**src/rtl/modred_pkg.sv**
```systemverilog
// Shared types and constants for the modular-reduction arbiter slice.
package modred_pkg;

   // Arbiter sequencing states
   typedef enum logic [1:0] {
      StIdle,
      StIssue,
      StWait,
      StResp
   } modred_state_e;

   localparam int unsigned DefDataWidth = 48;
   localparam int unsigned DefQWidth    = 23;

   // Common moduli used by the lattice-crypto producers
   localparam int unsigned Q_DILITHIUM = 8380417;
   localparam int unsigned Q_KYBER     = 3329;

endpackage

```
**src/rtl/modred_rr_pick.sv**
```systemverilog
// Combinational round-robin picker: first asserted valid bit strictly after
// rr_ptr_i (wrapping) wins. Produces a one-hot grant and its encoded index.
module modred_rr_pick #(
   parameter int unsigned NumReq  = 4,
   parameter int unsigned IdWidth = 2
) (
   input  logic [NumReq-1:0]  valid_i,
   input  logic [IdWidth-1:0] rr_ptr_i,
   output logic [NumReq-1:0]  grant_o,
   output logic [IdWidth-1:0] idx_o,
   output logic               any_o
);

   // Scan from rr_ptr+1 around to rr_ptr itself; first hit wins
   always_comb begin
      logic [IdWidth-1:0] cand;
      grant_o = '0;
      idx_o   = '0;
      any_o   = 1'b0;
      cand    = '0;
      for (int unsigned off = 1; off <= NumReq; off++) begin
         cand = IdWidth'((32'(rr_ptr_i) + off) % NumReq);
         if (!any_o && valid_i[cand]) begin
            any_o         = 1'b1;
            grant_o[cand] = 1'b1;
            idx_o         = cand;
         end
      end
   end

endmodule

```
**src/rtl/modred_arbiter.sv**
```systemverilog
// Round-robin arbiter sharing one Barrett reduction engine among NUM_REQ
// requesters. Owns the modulus register, issues one reduction at a time and
// returns tagged results over a valid/ready channel.
// Optional engine watchdog: define MODRED_ARB_TIMEOUT_EN.
module modred_arbiter
   import modred_pkg::*;
#(
   parameter int unsigned NUM_REQ        = 4,
   parameter int unsigned DATA_WIDTH     = DefDataWidth,
   parameter int unsigned Q_WIDTH        = DefQWidth,
   parameter int unsigned ID_WIDTH       = 2,
   parameter int unsigned TIMEOUT_CYCLES = 32
) (
   input  logic                          clk,
   input  logic                          rst_n,
   input  logic                          q_we,
   input  logic [Q_WIDTH-1:0]            q_wdata,
   output logic                          q_wready,
   input  logic [NUM_REQ-1:0]            req_valid,
   input  logic [NUM_REQ*DATA_WIDTH-1:0] req_data,
   output logic [NUM_REQ-1:0]            req_ready,
   output logic                          rsp_valid,
   input  logic                          rsp_ready,
   output logic [ID_WIDTH-1:0]           rsp_id,
   output logic [Q_WIDTH-1:0]            rsp_data,
   output logic                          rsp_err,
   output logic                          eng_start,
   output logic [DATA_WIDTH-1:0]         eng_data_in,
   output logic [Q_WIDTH-1:0]            eng_q,
   input  logic                          eng_done,
   input  logic [Q_WIDTH-1:0]            eng_data_out
);

   if (NUM_REQ < 2 || NUM_REQ > 8 || (1 << ID_WIDTH) < NUM_REQ || TIMEOUT_CYCLES < 1)
   begin : g_bad_param
      $error("modred_arbiter: invalid parameter set");
   end

   modred_state_e         state_q, state_d;
   logic [Q_WIDTH-1:0]    q_reg_q, q_reg_d;
   logic [ID_WIDTH-1:0]   rr_ptr_q, rr_ptr_d;
   logic [DATA_WIDTH-1:0] op_q, op_d;
   logic                  rsp_valid_q, rsp_valid_d;
   logic [ID_WIDTH-1:0]   rsp_id_q, rsp_id_d;
   logic [Q_WIDTH-1:0]    rsp_data_q, rsp_data_d;

   logic [DATA_WIDTH-1:0] req_op [NUM_REQ];
   logic [NUM_REQ-1:0]    pick_grant;
   logic [ID_WIDTH-1:0]   pick_idx;
   logic                  pick_any;
   logic                  grant_ok;

   for (genvar i = 0; i < NUM_REQ; i++) begin : g_unpack
      assign req_op[i] = req_data[i*DATA_WIDTH +: DATA_WIDTH];
   end

   modred_rr_pick #(
      .NumReq  (NUM_REQ),
      .IdWidth (ID_WIDTH)
   ) u_pick (
      .valid_i  (req_valid),
      .rr_ptr_i (rr_ptr_q),
      .grant_o  (pick_grant),
      .idx_o    (pick_idx),
      .any_o    (pick_any)
   );

   // A modulus write takes priority over a grant; zero modulus blocks all grants
   assign grant_ok  = (state_q == StIdle) && (q_reg_q != '0) && !q_we && pick_any;
   assign req_ready = grant_ok ? pick_grant : '0;
   assign q_wready  = (state_q == StIdle);

   assign eng_start   = (state_q == StIssue);
   assign eng_data_in = op_q;
   assign eng_q       = q_reg_q;
   assign rsp_valid   = rsp_valid_q;
   assign rsp_id      = rsp_id_q;
   assign rsp_data    = rsp_data_q;

`ifdef MODRED_ARB_TIMEOUT_EN
   localparam int unsigned CntW = $clog2(TIMEOUT_CYCLES + 1);
   logic [CntW-1:0] cnt_q, cnt_d;
   logic            rsp_err_q, rsp_err_d;
   assign rsp_err = rsp_err_q;
`else
   assign rsp_err = 1'b0;
`endif

   // Next-state, modulus, operand and response register logic
   always_comb begin
      state_d     = state_q;
      q_reg_d     = q_reg_q;
      rr_ptr_d    = rr_ptr_q;
      op_d        = op_q;
      rsp_valid_d = rsp_valid_q;
      rsp_id_d    = rsp_id_q;
      rsp_data_d  = rsp_data_q;
`ifdef MODRED_ARB_TIMEOUT_EN
      cnt_d       = cnt_q;
      rsp_err_d   = rsp_err_q;
`endif
      unique case (state_q)
         StIdle: begin
            if (q_we) begin
               q_reg_d = q_wdata;
            end else if (grant_ok) begin
               op_d     = req_op[pick_idx];
               rr_ptr_d = pick_idx;
               state_d  = StIssue;
            end
         end
         StIssue: begin
            state_d = StWait;
`ifdef MODRED_ARB_TIMEOUT_EN
            cnt_d   = '0;
`endif
         end
         StWait: begin
            if (eng_done) begin
               rsp_data_d  = eng_data_out;
               rsp_id_d    = rr_ptr_q;
               rsp_valid_d = 1'b1;
               state_d     = StResp;
`ifdef MODRED_ARB_TIMEOUT_EN
            end else if (cnt_q == CntW'(TIMEOUT_CYCLES - 1)) begin
               rsp_data_d  = '0;
               rsp_id_d    = rr_ptr_q;
               rsp_valid_d = 1'b1;
               rsp_err_d   = 1'b1;
               state_d     = StResp;
            end else begin
               cnt_d = cnt_q + 1'b1;
`endif
            end
         end
         StResp: begin
            if (rsp_ready) begin
               rsp_valid_d = 1'b0;
               state_d     = StIdle;
`ifdef MODRED_ARB_TIMEOUT_EN
               rsp_err_d   = 1'b0;
`endif
            end
         end
         default: state_d = StIdle;
      endcase
   end

   // State and datapath registers; reset discards any in-flight result
   always_ff @(posedge clk or negedge rst_n) begin
      if (!rst_n) begin
         state_q     <= StIdle;
         q_reg_q     <= '0;
         rr_ptr_q    <= ID_WIDTH'(NUM_REQ - 1);
         op_q        <= '0;
         rsp_valid_q <= 1'b0;
         rsp_id_q    <= '0;
         rsp_data_q  <= '0;
      end else begin
         state_q     <= state_d;
         q_reg_q     <= q_reg_d;
         rr_ptr_q    <= rr_ptr_d;
         op_q        <= op_d;
         rsp_valid_q <= rsp_valid_d;
         rsp_id_q    <= rsp_id_d;
         rsp_data_q  <= rsp_data_d;
      end
   end

`ifdef MODRED_ARB_TIMEOUT_EN
   // Watchdog counter and error flag
   always_ff @(posedge clk or negedge rst_n) begin
      if (!rst_n) begin
         cnt_q     <= '0;
         rsp_err_q <= 1'b0;
      end else begin
         cnt_q     <= cnt_d;
         rsp_err_q <= rsp_err_d;
      end
   end
`endif

endmodule

```
**config.mk**
```make
export PLATFORM = sky130hd
export DESIGN_NAME = modred_arbiter
export DESIGN_NICKNAME = d
export VERILOG_FILES = /design/src/rtl/modred_pkg.sv /design/src/rtl/modred_rr_pick.sv /design/src/rtl/modred_arbiter.sv
export SDC_FILE = /design/constraint.sdc
export NUM_CORES = 1
export LEC_CHECK = 0
export ABC_CLOCK_PERIOD_IN_PS = 5380
export BUFFER_PORTS_ARGS = -buffer_cell sky130_fd_sc_hd__buf_2
export CAP_MARGIN = 20
export CORE_UTILIZATION = 35
export DETAILED_ROUTE_END_ITERATION = 7
export PLACE_DENSITY = 0.65
export SLEW_MARGIN = 20
export SYNTH_ARGS = -nofsm -noshare
export SYNTH_HDL_FRONTEND = slang
export SYNTH_SLANG_ARGS = --single-unit
```
**constraint.sdc**
```tcl
create_clock -name clk -period 5.38 [get_ports clk]
set_input_delay 1.076 -clock clk [delete_from_list [all_inputs] [get_ports clk]]
set_output_delay 1.076 -clock clk [all_outputs]
set_load 0.005 [all_outputs]
```
# Yosys cells after proc, flatten, opt, wreduce, memory -nomap -nowiden
# Index checks and enable logic that the tools add are counted.
[word_totals] word_cells=94 register_bits=101
[op_classes] n_mux=40 n_eq_ne=7 bitwise_logic=5 add_sub_neg=4 reduce_logical=22 magnitude_cmp=9
[ops] cell="48-bit binary-select mux with 2-bit select" n=1
[ops] cell="48-bit two-way mux" n=2
[ops] cell="23-bit nonzero test" n=1
[ops] cell="4-bit two-way mux" n=5
[ops] cell="2-bit two-way mux" n=8
[ops] cell="1-bit two-way mux" n=14
[ops] cell="2-bit by 3-bit less-than comparator with 1-bit output, second input constant" n=4
[ops] cell="4-bit OR" n=3
[ops] cell="1-bit logical AND" n=10
[ops] cell="1-bit binary-select mux with 2-bit select" n=4
[ops] cell="1-bit demux with 2-bit select" n=4
[ops] cell="2-bit by 1-bit greater-or-equal comparator with 1-bit output, second input constant" n=4
[ops] cell="2-bit case mux with 4 select lines" n=1
[ops] cell="2-bit inequality test, second input constant" n=3
[ops] cell="3-bit AND reduction" n=2
[ops] cell="2-bit by 1-bit adder with 2-bit output, second input constant" n=2
[ops] cell="2-bit adder, second input constant" n=2
[ops] cell="2-bit == test, second input constant" n=2
[ops] cell="1-bit logical NOT" n=4
[ops] cell="2-bit AND reduction" n=2
[ops] cell="4-bit AND reduction" n=1
[ops] cell="3-bit greater-or-equal comparator, second input constant" n=1
[ops] cell="2-bit NOT with 3-bit output" n=1
[ops] cell="2-bit by 1-bit == test with 1-bit output, second input constant" n=1
[ops] cell="5 further kinds" n=5

# Longest topological paths before layout
[depth] depth_word=17 ltp_mapped=11 mapped_depth_nobuf=8

# Hierarchy
# Synthesis repeated with hierarchy kept, for this count alone.
[hier_totals] cells_unflattened=394 hier_area_um2=5726.7
[by_module_without_submodules] mod="modred_arbiter" cells_per_inst=308 seq_area_each_um2=2529.9 n_inst=1 area_per_inst_um2=5097.4
[by_module_without_submodules] mod="modred_rr_pick" cells_per_inst=86 seq_area_each_um2=0.0 n_inst=1 area_per_inst_um2=629.4

# Least setup slack after synthesis
# No wires, ideal clock.
[synth_timing] kind="register to output" startpoint="reg rr_ptr_q[0]" endpoint="out req_ready[0]" n_path_buf=3 path_stages_with_launch=11 arrival_time_ns=2.587 slack_ns=1.717 path_cell_list="dfstp_2 -> buf_6 -> clkinv_1 -> ha_1 -> mux4_2 -> or2_4 -> nor2_4 -> a2111o_1 -> buf_2 -> buf_2 -> nor2_1"
[synth_via] elab_chain_cells=15
[synth_lines] element="start, declared" line="modred_arbiter.sv:41" text="logic [ID_WIDTH-1:0] rr_ptr_q, rr_ptr_d;"
[synth_lines] element="start signal, assigned" line="modred_arbiter.sv:154" text="rr_ptr_q <= ID_WIDTH'(NUM_REQ - 1);"
[synth_lines] element="start signal, assigned" line="modred_arbiter.sv:162" text="rr_ptr_q <= rr_ptr_d;"
[synth_lines] element="parallel branches: the longest is 14 deep, another holds 2-bit by 3-bit less-than comparator with 1-bit output"
[synth_lines] element="4-bit two-way mux (*)" line="modred_arbiter.sv:70" text="assign req_ready = grant_ok ? pick_grant : '0;"
[synth_lines] element="end, declared" line="modred_arbiter.sv:21" text="output logic [NUM_REQ-1:0] req_ready,"
# Mark *: on every way between the ends. The select of a mux whose other input is x is not followed.

# Final worst setup path
[layout_timing] startpoint="reg rr_ptr_q[0]" endpoint="out req_ready[2]"
# Same word-level chain as after synthesis.

==> key figures <==
Timing
  • Least-Margin Pin Slew: 961 ps
  • Slew Limit Fails: 0
  • Max Freq: 0.210 GHz
  • Final Critical Period: roughly 4800 ps
  • RSZ-0062 raised after global routing: no
  • Final setup fails: 0
  • Post-Route Setup TNS: 0 ps
  • Period Utilization, post-route: between 80 and 90%
  • Max_slew headroom: a little over a third
  • Final Hold Viols: 0
  • Clock skew: 12.0 ps

Critical path
  • R2r setup slk: around 1200 ps
  • Crit Path Category: reg2out
  • Reg-to-Reg Start: rr_ptr_q[0]$_DFFE_PN1P_
  • CP Data Arrival Time: 3690 ps
  • Reg2reg end: eng_data_in[0]$_DFFE_PN0P_
  • Worst EP required: 4300 ps
  • Worst setup SP type: flop
  • Crit. End Element: primary output
  • Crit path max fanout: 22
  • R2R cell count: 9

Floorplan
  • Starting Density: between 30% and 40%
  • Die width: 137 um
  • Chip height: 137 um
  • Die area: 0.0188 mm2
  • Row cnt: 49
  • Ports: 351
  • Core Footprint: 0.0179 mm2

Yosys
  • Post-synth top cells: dfrtp_1 (99), a211oi_1 (64), nor2_1 (62)
  • Syn Area/Cell: 10.8 um2
  • Largest cells by area after synthesis: dfrtp_1 (39%), a2111oi_2 (12%), mux2_2 (8.5%), a211oi_1 (7.5%), a211oi_2 (5.9%)
  • Yosys top cell area share: approximately 39%
  • Cell with the most instances after synthesis: dfrtp_1
  • Register bit count reported by yosys: 101
  • Asr flop ratio synth: 100%
  • Syn. warnings: 0
  • Post-synthesis sequential area ratio: 39.6%
  • Post-synth EDFFs: 0
  • Synth cell types: 44
  • Net Count, Synth: 850
  • Synth area leader: dfrtp_1
  • Cell count after synthesis: 590
  • Synthesized area: ~0.0064 mm2
  • Main synth FF type: dfrtp_1

Clock tree
  • CTS tree: yes
  • Root Driver: clkbuf_16
  • Worst-Skew Late Latency: 360 ps
  • Htree depth: 3
  • Longest Clk Path Bufs: 2
  • Post-CTS setup buffers: 0
  • Clk sink count: 101
  • CTS Hold Bufs: 0
  • Gates resized, CTS repair: 0
  • Reg clk slew, reported paths: ~80 ps
  • Clock buffer count from CTS: 9

Placement
  • Placed Cells: about 1100
  • Port Buffers: about 350
  • GP Congestion: ~0.82
  • DPL Wire Length: 14.9 mm

Run status
  • Status: complete, no violations

Hold path
  • Hold Path End: rsp_id[0]$_DFFE_PN0P_
  • Hold path depth: 2
  • Hold Path Class: reg2reg
  • Min-delay src: rsp_id[0]$_DFFE_PN0P_

Power and ir drop
  • Seq pwr share: 26.1%
  • Leakage power: 3.87 nW
  • PwrDens: 630 mW/mm2
  • Gate power share: 60.8%
  • Sw Share: 48.7%
  • Peak supply drop: 0.572 mV
  • Switching power: approximately 0.0026 W
  • Clk network pwr share: 13.1%
  • Internal: roughly 0.0028 W

Global route
  • Initial antenna violation count: 1
  • First-pass GRT wire length: roughly 31 mm
  • Vias in the first global route: 5811
  • Tot GR Track Use: 21.8%
  • Total gr overflow: 0
  • Largest net degree at the start of global routing: 69

Detailed routing
  • Via Count: 6102
  • Post-route DRC: 0
  • Detail Route Antenna Nets: 0
  • DR iter-0 viols: 370
  • Drt total wl: 20.8 mm
  • Detailed Routing Iterations Pass 1: 5
  • DR vias/cell: 5.38
  • Drt wl/cell: 18.3 um

Finish
  • Final #Nets: 1160
  • Share of cells above drive strength 1: 57.0%
  • Non-Filler Instances: 1135
  • Area grow syn2layout: 33.6%

Run
  • Max Cap Viol: 0
-- per-stage QoR --
stage          cell area, um2  worst slack [ps]  hold WS [ps]  power [W]  utilization, %
2_1_floorplan            6390              1720           473    0.00375               -
3_3_place_gp             8220              1130           461    0.00468            45.9
3_5_place_dp             8220              1000           468    0.00471            45.9
4_1_cts                  8530               588           486    0.00541            47.7
5_1_grt                  8540               370           528    0.00581            47.7
6_report                 8540               616           483    0.00538            47.7
-- worst max path at each step --
| stage | startpoint | to | slack, ps | depth (start not counted) |
|---|---|---|---|---|
| floorplan | rr_ptr_q[0]$_DFFE_PN1P_ | req_ready[0] | 1720 | 10 |
| CTS | rr_ptr_q[0]$_DFFE_PN1P_ | req_ready[2] | 590 | 8 |
| global route | rr_ptr_q[0]$_DFFE_PN1P_ | req_ready[2] | 370 | 8 |
| global placement | rr_ptr_q[0]$_DFFE_PN1P_ | req_ready[3] | 1130 | 8 |
| detailed placement | rr_ptr_q[0]$_DFFE_PN1P_ | req_ready[2] | 1000 | 8 |
| finish | rr_ptr_q[0]$_DFFE_PN1P_ | req_ready[2] | 620 | 8 |
-- kinds of logic (layout without fill, tap and decap cells) --
logic type,Yosys count,count (layout),synth area share [%]
and+or+nand+nor,182,182,13.5
AOI/OAI and AO/OA,171,171,28.2
DFF,101,101,39.6
buffers and inverters,66,381,5.83
muxes,55,55,10.1
adders and majority gates,13,13,2.55
other,1,2,0.0587
xor gates and xnor gates,1,1,0.137
-- per-layer routing --
layer	share of wire, %	vias to the layer above	global-route usage, %
met3	6.4	27	3.85
met5	0	-	0
met1	42	2949	28.5
met2	50	255	35.6
li1	-	2871	-
met4	1.7	0	8.24
-- power groups by stage --
stage	combinational (W)	sequential [W]	clock [W]
3_5_place_dp	0.00329	0.00141	0
2_1_floorplan	0.00234	0.00142	0
3_3_place_gp	0.00327	0.00141	0
5_1_grt	0.00359	0.00146	0.000753
6_report	0.00327	0.00140	0.000702
4_1_cts	0.00328	0.00141	0.000723
-- layout make-up --
type,count,area (um2)
fillers,1708,9360
multi-input cells,423,3540
flip-flops and latches,101,2530
repair buffers,358,1840
well taps,229,287
clock buffers,9,225
clock inverters,7,91.3
inverters,7,26.3
diodes,1,2.50
-- registers in the layout, indices dropped and copies added, names as in the netlist --
register	cells
eng_data_in	48
eng_q	23
rr_ptr_q	2
rsp_data	23
rsp_id	2
rsp_valid	1
state_q	2
-- layout by cell type (no fill, tap or decap), drive strengths merged, types with 4 or more instances in the layout --
master	synthesis	routed
a2111oi	49	49
a211oi	94	94
a21oi	4	4
a221oi	5	5
a22oi	4	4
and3	48	48
buf	40	358
clkbuf	19	9
dfrtp	99	99
ha	13	13
inv	6	12
mux2	48	48
mux2i	4	4
nand2	55	55
nor2	63	63
nor4	5	5
o21ai	6	6
-- critical path: stages (launching register included) --
cell and delay [ps]:
dfstp_2 700, clkinv_1 340, ha_1 520, mux4_2 450, or2_4 310, nor2_4 200, a2111o_2 540, nor2_1 120
buf_2 150
Power figures use the tool's default switching activity.
